## src/rtl/ysyx_25080199_wbu.sv

```systemverilog
// Writeback unit: arbitrates EXU/LSU results onto the register file write port
// and keeps a per-register pending-write scoreboard for issue-stage hazard stalls.
module ysyx_25080199_wbu #(
    parameter int XLEN = 32
) (
    input  logic            clk,
    input  logic            rst,
    input  logic            iss_valid,
    input  logic            iss_wen,
    input  logic [4:0]      iss_rd,
    input  logic [4:0]      iss_rs1,
    input  logic [4:0]      iss_rs2,
    output logic            iss_stall,
    input  logic            exu_valid,
    output logic            exu_ready,
    input  logic [4:0]      exu_rd,
    input  logic [XLEN-1:0] exu_data,
    input  logic            lsu_valid,
    output logic            lsu_ready,
    input  logic [4:0]      lsu_rd,
    input  logic [XLEN-1:0] lsu_data,
    output logic            reg_we,
    output logic [4:0]      reg_addr,
    output logic [XLEN-1:0] reg_data,
    output logic [31:0]     busy
);

    // 0 = EXU won the last conflict, 1 = LSU won it
    logic            last_grant_lsu;
    logic            conflict;
    logic            accept;
    logic [4:0]      res_rd;
    logic [XLEN-1:0] res_data;
    logic            issue_fire;
    logic            set_en;
    logic [31:0]     busy_next;

    function automatic logic pending(input logic [31:0] sb, input logic [4:0] r);
        return (r != 5'd0) && sb[r];
    endfunction

    always_comb begin
        iss_stall = 1'b0;
        if (!rst && iss_valid) begin
            iss_stall = pending(busy, iss_rs1) || pending(busy, iss_rs2) ||
                        (iss_wen && pending(busy, iss_rd));
        end
    end

    assign issue_fire = iss_valid && !iss_stall && !rst;
    assign set_en     = issue_fire && iss_wen && (iss_rd != 5'd0);

    // Ready depends only on the valids, the conflict history and reset
    always_comb begin
        conflict  = !rst && exu_valid && lsu_valid;
        exu_ready = !rst && exu_valid && (!lsu_valid || last_grant_lsu);
        lsu_ready = !rst && lsu_valid && (!exu_valid || !last_grant_lsu);
    end

    always_comb begin
        accept   = exu_ready || lsu_ready;
        res_rd   = lsu_ready ? lsu_rd : exu_rd;
        res_data = lsu_ready ? lsu_data : exu_data;
    end

    // A fresh issue to r beats the retiring write to r on the same edge
    always_comb begin
        busy_next = '0;
        for (int r = 1; r < 32; r++) begin
            busy_next[r] = (busy[r] && !(reg_we && (reg_addr == 5'(r)))) ||
                           (set_en && (iss_rd == 5'(r)));
        end
    end

    always_ff @(posedge clk) begin
        if (rst) begin
            last_grant_lsu <= 1'b0;
            busy           <= '0;
        end else begin
            if (conflict) begin
                last_grant_lsu <= lsu_ready;
            end
            busy <= busy_next;
        end
    end

    // Writeback register stage
    always_ff @(posedge clk) begin
        if (rst) begin
            reg_we   <= 1'b0;
            reg_addr <= 5'd0;
            reg_data <= '0;
        end else begin
            reg_we <= accept && (res_rd != 5'd0);
            if (accept && (res_rd != 5'd0)) begin
                reg_addr <= res_rd;
                reg_data <= res_data;
            end
        end
    end

endmodule

```

## config.mk

```make
export PLATFORM = sky130hd
export DESIGN_NAME = ysyx_25080199_wbu
export DESIGN_NICKNAME = d
export VERILOG_FILES = /design/src/rtl/ysyx_25080199_wbu.sv
export SDC_FILE = /design/constraint.sdc
export NUM_CORES = 1
export LEC_CHECK = 0
export ABC_AREA = 1
export CORE_ASPECT_RATIO = 0.8
export CORE_MARGIN = 2
export CORE_UTILIZATION = 49
export CTS_CLUSTER_DIAMETER = 40
export DETAILED_ROUTE_END_ITERATION = 16
export PLACE_DENSITY = 0.87
export SLEW_MARGIN = 10
export SYNTH_ARGS = -nofsm -noshare
export SYNTH_HDL_FRONTEND = slang
export SYNTH_SLANG_ARGS = --single-unit
```

## constraint.sdc

```tcl
create_clock -name clk -period 8.39 [get_ports clk]
set_input_delay 2.517 -clock clk [delete_from_list [all_inputs] [get_ports clk]]
set_output_delay 2.517 -clock clk [all_outputs]
set_load 0.005 [all_outputs]
```

==> impl_metrics.yaml <==
synthesis:
  yosysUniqueCellTypes: 35
  ys.flop_type: "dfxtp_1"
  yosys_warnings: 0
  synth_seq_cells: 70
  yosysMostFrequentCell: "nand2_1"
  syn_area_sq_um: 4630
  synth_area_per_cell_sq_um: 5.99
  synth_fa_ha_area_share_pct: 0
  netlist_top_cells_area: "dfxtp_1, nand2_1, nor2_1"
  postSynthCellCount: 773
  synth-edff-count: 0
  yosys.area_share.simple_pct: 43.2
  yosysSeqAreaShare_pct: 30.3
  synth_async_sr_flop_share_pct: 0
  syn_nets: 868
  synth_xor_area_share_pct: 0
  synth_compound_area_share_pct: 13.9
  synth_common_cells: "nand2_1, nor2_1, dfxtp_1"
  synth_top_family_by_area: "simple AND/OR/NAND/NOR gates"
  yosysTopAreaCell: "dfxtp_1"
  synth_top_area_share_pct: 30.3
  synthMuxAreaShare_pct: 0.649
place:
  hpwl_mm: 11.2
  dp_slack_ns: 0.759
  port_buffers: 166
  postPlaceCellArea_sq_um: 6170
  gp_congestion: 0.983
  dp_cells: 1015
timing:
  finClkSkew_ns: 0.00771
  tns_ns: 0
  fin_ws_ns: 0.702
  worstMarginPinSlew_ns: 0.753
  hold_viol: 0
  max_freq_mhz: 130
  setup_viol: 0
  report.final.slew_viol_count: 0
  period_minus_slack_ns: 7.69
  period_share_pct: 91.6
  slew_headroom_pct: 49.6
  rsz0062_at_grt: "no"
drt:
  drt_iter0_drc: 698
  via_count: 5596
  drt-met1-wl_mm: 6.29
  wl_met2_mm: 6.72
  wire_per_inst_um: 14.7
  wl_met3_mm: 1.72
  via_per_inst: 5.43
  dr.max_layer_used: "met4"
  wl_mm: 15.2
  antenna_left: 0
  drc: 0
  drt_first_pass_iters: 8
worst_setup_path:
  crit_path_max_fanout: 12
  required_ns: 5.87
  worstPathArrival_ns: 5.17
  worstSetupPathType: "in -> out"
  cp-end-kind: "output pin"
  start_kind: "input pin"
cts:
  clk_pin_slew_worst_paths_ns: 0.06
  cts.htree.levels: 3
  numClockSinks: 70
  cts_setup_buffers: 0
  cts_resized: 0
  clock_latency_ns: 0.33
  cts_tree: "done"
  clockBufferDepth: 2
  hold_buffers: 0
  numCtsBuffers: 9
  cts-root-buf: "clkbuf_16"
layout:
  final_cell_area_sq_um: 6450
  drive_above_1_share_pct: 5.24
  syn_to_final_growth_pct: 39.4
  finalNonFillerCells: 1031
  final_nets: 1006
  diodes: 0
  n_fill_cell: 802
floorplan:
  design.core.area_sq_um: 9110
  start_util_pct: 50.8
  top_level_ports: 168
  row_count: 31
  chipWidth_um: 113
  die_h_um: 90.9
  fp.dieArea_sq_um: 10200
hold_path:
  holdCritPathClass: "reg -> reg"
power:
  total_power_mw: 0.943
  ir_drop_uv: 128
  p_leak_nw: 2.72
  p_per_area_nw_per_um2: 146
run:
  drv_cap: 0
grt:
  first_global_vias: 5060
  grt_usage_pct: 29.9
  grt_max_degree: 43
  grt_pass1_wl_mm: 24.9
  antenna_found_initial: 0
  grt-ovfl-total: 0
run_status:
  status: "finished, final reports clean"
==> per-stage QoR <==
stage	util (%)	hold slack, ns
after detailed placement	67.7	0.471
after global routing	70.8	0.500
after global placement	67.7	0.461
final	70.8	0.481
after floorplan	-	0.478
after CTS	70.8	0.484
==> worst max-delay path: stages <==
cell and delay, ns:
clkdlybuf4s50_1 0.84, nand2_2 0.30, inv_1 0.19, nand2_1 0.07, nand3_1 0.08, nand2_1 0.05, nand2_1 0.10, nor2_1 0.06
nand2_2 0.08, nand3_4 0.07, a211oi_2 0.23, clkdlybuf4s50_1 0.58
==> registers in the layout (all words and copies together), names as in the netlist <==
signal / count
reg_data: 32
busy: 31
reg_addr: 5
last_grant_lsu: 1
reg_we: 1
==> final cells by class <==
| cell class | count | area (sq um) | share of cell area, % |
|---|---|---|---|
| timing repair buffer | 173 | 1710 | 26.6 |
| clock inverter | 6 | 45.0 | 0.698 |
| clock buffer | 10 | 239 | 3.70 |
| multi-input combinational | 598 | 2680 | 41.5 |
| tap | 115 | 144 | 2.23 |
| sequential | 70 | 1400 | 21.7 |
| inverter | 59 | 229 | 3.55 |
==> where the power goes <==
| group | internal, mW | switching [mW] | leakage [nW] |
|---|---|---|---|
| combinational | 0.105 | 0.117 | 2.02 |
| clock | 0.209 | 0.150 | 0.131 |
| sequential | 0.351 | 0.0116 | 0.573 |
| total | 0.665 | 0.278 | 2.72 |
==> logic make-up after synthesis <==
logic type / count (synthesis)
AO/OA/AOI/OAI: 123
buffers and inverters: 105
flip-flops: 70
multiplexers: 3
other: 1
AND/OR/NAND/NOR: 471
==> cells in the final DEF, fill, tap and decap left out, types with 2 or more instances in the layout <==
master,netlist,routed
o21ai_0,63,63
clkdlybuf4s50_1,0,166
inv_6,1,2
nand2_2,6,6
inv_1,52,52
buf_4,7,7
clkbuf_16,0,9
nand3_1,35,35
nor2_4,3,3
clkinvlp_4,0,3
nand2_1,260,260
o21ai_1,8,8
mux2i_1,3,3
nand4_1,33,33
nor3_1,16,16
nor2_1,111,111
inv_2,5,5
o211ai_1,3,3
a21oi_1,44,44
dfxtp_1,70,70
==> layer usage <==
layer	GRT usage, %	vias to the layer above
li1	-	2771
met1	39.3	2461
met2	46.4	314
met3	9.15	50
met4	10.5	0
met5	0	-
==> path summary, 6_finish.rpt <==
check	startpoint	to	slack (ns)	cells after the start
worst max-delay path	iss_rd[0]	iss_stall	0.70	12
worst min-delay path	reg_data[7]$_SDFFE_PP0P_	reg_data[7]$_SDFFE_PP0P_	0.48	2
worst max register to register	last_grant_lsu$_SDFFE_PP0P_	reg_data[29]$_SDFFE_PP0P_	5.57	9
worst min register to register	reg_data[7]$_SDFFE_PP0P_	reg_data[7]$_SDFFE_PP0P_	0.48	2
No activity file was read; power rests on OpenSTA's default activity.
